File: src/rtl/stream_arb_pkg.sv
// Shared types for the round-robin stream arbiter.
// Latency: n/a (types only).
// Backpressure: n/a (types only).
package stream_arb_pkg;

  // IDLE arbitrates freely; LOCKED holds the grant until the packet's last beat.
  typedef enum logic {
    IDLE   = 1'b0,
    LOCKED = 1'b1
  } arb_state_e;

endpackage

File: src/rtl/onehot_to_bin.sv
// One-hot to binary encoder for the arbiter grant vector.
// Latency: purely combinational, zero cycles.
// Backpressure: none; an all-zero input encodes to 0.
module onehot_to_bin #(
  parameter int unsigned ONEHOT_WIDTH = 4,
  parameter int unsigned BIN_WIDTH    = (ONEHOT_WIDTH == 1) ? 1 : $clog2(ONEHOT_WIDTH)
) (
  input  logic [ONEHOT_WIDTH-1:0] onehot_i,
  output logic [BIN_WIDTH-1:0]    bin_o
);

  // OR together the indices of set bits; exact when at most one bit is set.
  always_comb begin
    bin_o = '0;
    for (int unsigned i = 0; i < ONEHOT_WIDTH; i++) begin
      if (onehot_i[i]) begin
        bin_o = bin_o | BIN_WIDTH'(i);
      end
    end
  end

  // The encoding is only meaningful for a one-hot or empty input.
  always_comb begin
    onehot_in_chk : assert final ($onehot0(onehot_i));
  end

endmodule

File: src/rtl/stream_rr_arbiter.sv
// Round-robin merge of NumIn valid/ready streams with packet lock.
// Latency: zero cycles; valid/data/ready paths are combinational.
// Backpressure: ready_i passes straight to the granted input; a stalled beat locks the grant.
module stream_rr_arbiter
  import stream_arb_pkg::*;
#(
  parameter int unsigned NumIn     = 4,
  parameter int unsigned DataWidth = 32,
  parameter int unsigned IdxWidth  = (NumIn == 1) ? 1 : $clog2(NumIn)
) (
  input  logic                       clk_i,
  input  logic                       rst_i,
  input  logic                       flush_i,
  input  logic [NumIn-1:0]           valid_i,
  input  logic [NumIn-1:0]           last_i,
  input  logic [NumIn*DataWidth-1:0] data_i,
  output logic [NumIn-1:0]           ready_o,
  output logic                       valid_o,
  output logic                       last_o,
  output logic [DataWidth-1:0]       data_o,
  output logic [IdxWidth-1:0]        idx_o,
  input  logic                       ready_i
);

  arb_state_e          state_q, state_d;
  logic [IdxWidth-1:0] prio_q, prio_d;
  logic [IdxWidth-1:0] lock_q, lock_d;

  logic [NumIn-1:0]    prio_mask;
  logic [2*NumIn-1:0]  req_dbl;
  logic [NumIn-1:0]    rr_gnt;
  logic                rr_found;
  logic [NumIn-1:0]    lock_oh;
  logic [NumIn-1:0]    gnt;
  logic                hs;

  // Rotating priority: masked copy (>= prio_q) in the low half wins over the
  // unmasked wrap-around copy in the high half; lowest set bit is the winner.
  always_comb begin
    for (int unsigned k = 0; k < NumIn; k++) begin
      prio_mask[k] = (k >= 32'(prio_q));
    end
    req_dbl  = {valid_i, valid_i & prio_mask};
    rr_gnt   = '0;
    rr_found = 1'b0;
    for (int unsigned i = 0; i < 2 * NumIn; i++) begin
      if (!rr_found && req_dbl[i]) begin
        rr_found           = 1'b1;
        rr_gnt[i % NumIn]  = 1'b1;
      end
    end
  end

  // Final grant: nothing during reset/flush, the locked input while LOCKED.
  always_comb begin
    lock_oh         = '0;
    lock_oh[lock_q] = 1'b1;
    gnt             = '0;
    if (!(rst_i || flush_i)) begin
      if (state_q == LOCKED) begin
        gnt = lock_oh & valid_i;
      end else begin
        gnt = rr_gnt;
      end
    end
  end

  onehot_to_bin #(
    .ONEHOT_WIDTH (NumIn),
    .BIN_WIDTH    (IdxWidth)
  ) u_gnt_enc (
    .onehot_i (gnt),
    .bin_o    (idx_o)
  );

  // Output mux driven by the grant; an empty grant yields all-zero outputs.
  always_comb begin
    ready_o = gnt & {NumIn{ready_i}};
    valid_o = |gnt;
    last_o  = |(gnt & last_i);
    data_o  = '0;
    for (int unsigned k = 0; k < NumIn; k++) begin
      if (gnt[k]) begin
        data_o = data_o | data_i[k*DataWidth +: DataWidth];
      end
    end
    hs = valid_o & ready_i;
  end

  // Packet tracking: lock on stall or non-last beat, release and rotate on last handshake.
  always_comb begin
    state_d = state_q;
    prio_d  = prio_q;
    lock_d  = lock_q;
    if (rst_i || flush_i) begin
      state_d = IDLE;
      prio_d  = '0;
      lock_d  = '0;
    end else begin
      case (state_q)
        IDLE: begin
          if (valid_o && (!ready_i || !last_o)) begin
            state_d = LOCKED;
            lock_d  = idx_o;
          end
        end
        LOCKED: begin
          if (hs && last_o) begin
            state_d = IDLE;
          end
        end
        default: state_d = IDLE;
      endcase
      if (hs && last_o) begin
        prio_d = (idx_o == IdxWidth'(NumIn - 1)) ? '0 : idx_o + IdxWidth'(1);
      end
    end
  end

  // State registers with synchronous reset.
  always_ff @(posedge clk_i) begin
    if (rst_i) begin
      state_q <= IDLE;
      prio_q  <= '0;
      lock_q  <= '0;
    end else begin
      state_q <= state_d;
      prio_q  <= prio_d;
      lock_q  <= lock_d;
    end
  end

  ready_onehot_chk : assert property (@(posedge clk_i) $onehot0(ready_o));
  data_stable_chk  : assert property (@(posedge clk_i) disable iff (rst_i || flush_i)
                                      (valid_o && !ready_i) |=> $stable(data_o));
  lock_gnt_chk     : assert property (@(posedge clk_i) disable iff (rst_i || flush_i)
                                      (state_q == LOCKED) |-> (gnt == '0 || gnt == lock_oh));
  lock_valid_chk   : assert property (@(posedge clk_i) disable iff (rst_i || flush_i)
                                      (state_q == LOCKED) |-> valid_i[lock_q]);

endmodule

File: config.mk
export PLATFORM = sky130hd
export DESIGN_NAME = stream_rr_arbiter
export DESIGN_NICKNAME = d
export VERILOG_FILES = /design/src/rtl/stream_arb_pkg.sv /design/src/rtl/onehot_to_bin.sv /design/src/rtl/stream_rr_arbiter.sv
export SDC_FILE = /design/constraint.sdc
export NUM_CORES = 1
export LEC_CHECK = 0
export ABC_AREA = 1
export BUFFER_PORTS_ARGS = -buffer_cell sky130_fd_sc_hd__buf_2
export CAP_MARGIN = 5
export CORE_ASPECT_RATIO = 1.2
export CORE_MARGIN = 4
export CORE_UTILIZATION = 28
export DETAILED_ROUTE_END_ITERATION = 10
export PLACE_DENSITY = 0.79
export SYNTH_ARGS = -nofsm -noshare
export SYNTH_HDL_FRONTEND = slang
export SYNTH_SLANG_ARGS = --single-unit
File: constraint.sdc
create_clock -name clk_i -period 1.7 [get_ports clk_i]
set_clock_uncertainty 0.05 [all_clocks]
set_input_delay 0.34 -clock clk_i [delete_from_list [all_inputs] [get_ports clk_i]]
set_output_delay 0.34 -clock clk_i [all_outputs]
set_load 0.005 [all_outputs]
==> flow_summary.ini <==
[outcome]
status = complete, but fails checks
violations = setup timing

[drt]
wl_per_cell_um = 14.3
drt_wl_total_um = 7670
vias = 2677
drc = 0
ant_nets = 0
via_per_inst = 4.99
first_iter_violations = 174
dr.pass1.iters = 4

[power]
vdd_drop_max_mv = 0.236
power.static_leakage_nw = 1.64
fin_total_pwr_mw = 1.00
power.density_mw_per_mm2 = 339

[timing]
layout_setup_ws_ns = -0.411
whs_ns = 0.350
max_freq_mhz = 474
slew_viol_final = 0
hold_violations = 0
setup_viol = 45
slew_headroom = 0.757
period_minus_slack_ns = 2.11
worst_pin_slew_ns = 0.363
fin_tns_setup_ns = -15.03
finalCritPeriodShare = 1.24
rsz0062_at_grt = yes

[clock_network]
clock_latency_ns = 0.22
numCtsBuffers = 3
cts_root_buf = clkbuf_8
path_clk_slew_ns = 0.03
clkSinkCount = 5
clk_path_buf_depth = 2
h-tree-depth = 1
cts_tree = built

[finish]
areaGrowthSynthToFinish_pct = 130
drive_gt1_frac = 0.599
multi_input_area_mm2 = 0.00125
fin_util = 0.679
num-fill-cells = 376
antenna_cells = 0
finalNetCount = 622
fin_cells = 537
fin_area_mm2 = 0.00296
register_area_um2 = 109

[critical_path]
critPathKind = flip-flop to primary output
critPathLaunchType = flip-flop
cp-end-kind = primary output
arrival_ns = 1.72
required_ns = 1.31
worstPathMaxFanout = 6
reg2reg_depth = 13

[logic_synthesis]
yosysSeqAreaShare = 0.0777
synth.area.top_cells = nand2_1, nand3_1, nand4_1, dfxtp_1, nor2_1
synthFlopType = dfxtp_1
synth_cell_types = 17
synth_nets = 408
yosysMostFrequentCell = nand2_1
synthCells = 268
synth_edf_count = 0
synth_area_leader_cell = nand2_1
yosys_warnings = 0
syn_area_per_cell_um2 = 4.80
synth_top_area_share = 0.347
synth_commonest_cells = nand2_1, nand3_1, nand4_1
async_flop_share = 0
synth_area_mm2 = 0.00129
ys_ff_latch = 5

[die]
die_h_um = 82.3
num_rows = 26
coreArea_mm2 = 0.00436
initial_core_util = 0.295
die_w_um = 69.9
io_pins = 180
dieArea_mm2 = 0.00575

[global_routing]
grt_pass1_wl_um = 10900
track_usage = 0.231
grt_start_max_net_pins = 26
first_global_vias = 2570
grt_antenna_before_repair = 0
grt-ovfl-total = 0

[min_path]
hp-class = input pin to flip-flop
min_delay_path_depth = 4

[placement]
place_area_mm2 = 0.00249
place_inst = 520
dp_hpwl_um = 5470
post-place-ws_ns = -0.217
portBuffers = 179
globalplace.congestion = 0.831

[run]
max_cap_violations = 0
worst max-delay path, cell delays in order, from the launching register on:
cell and delay (ns):
dfxtp_4 0.37, nand2_2 0.06, nand2_2 0.09, nand3_2 0.07, nor2_1 0.11, nand2_1 0.08
nand2_2 0.09, nand2_4 0.07, inv_4 0.07, buf_6 0.11, clkbuf_16 0.14, nand2_1 0.05
nand4_1 0.06, buf_2 0.12
routing by layer:
metal	part of all wire	track usage	wire length [µm]	up-vias
met4	0.025	0.0690	190	0
met5	0	0	0	-
met3	0.080	0.0242	613	16
met2	0.55	0.463	4210	137
met1	0.35	0.255	2650	1200
li1	-	-	-	1324
state kept, by name, summed over array words and instances, names as in the netlist:
signal   count
state_q      1
lock_q       2
prio_q       2
where the power goes:
| part | switching (mW) | leakage, nW | internal (mW) | total (mW) |
|---|---|---|---|---|
| sequential | 0.00840 | 0.0426 | 0.121 | 0.129 |
| combinational | 0.309 | 1.57 | 0.347 | 0.656 |
| clock | 0.0558 | 0.0228 | 0.161 | 0.217 |
final cells by class:
type,count,share of cell area
inverter,20,0.0309
timing repair buffer,224,0.470
multi-input combinational,228,0.423
clock buffer,4,0.0152
tap,56,0.0237
sequential,5,0.0368
final timing paths:
| path | slack [ns] | endpoint | startpoint |
|---|---|---|---|
| setup / recovery | -0.41 | data_o[16] | prio_q[1] |
| hold / removal | 0.35 | state_q | rst_i |
| setup reg to reg | -0.23 | lock_q[1] | lock_q[0] |
| hold reg to reg | 0.49 | prio_q[0] | prio_q[0] |
cells in the final DEF (no fill, tap or decap), types with 4 or more instances in the layout:
| master | count |
|---|---|
| a21oi_1 | 5 |
| buf_12 | 5 |
| buf_2 | 176 |
| buf_4 | 27 |
| buf_6 | 14 |
| inv_1 | 9 |
| inv_2 | 6 |
| nand2_1 | 91 |
| nand2_2 | 23 |
| nand2_4 | 5 |
| nand3_1 | 39 |
| nand4_1 | 33 |
| nor2_1 | 11 |
| nor2_2 | 4 |
cell families (layout without fill, tap and decap cells):
family          count (synthesis)  after routing  synth area share
compound gates                 11             11            0.0457
flops                           5              5            0.0777
simple gates                  217            217             0.769
buf+inv                        35            248             0.108
timing repair:
item	in CTS	in global routing
endpoints found under the setup margin	45	45
setup buffers	8	5
pin swaps	7	14
gates resized for setup	46	37
endpoints found under the hold margin	0	0
cloned	1	3
hold buffers	0	0
Note: power is estimated with default switching activity, not from simulation.
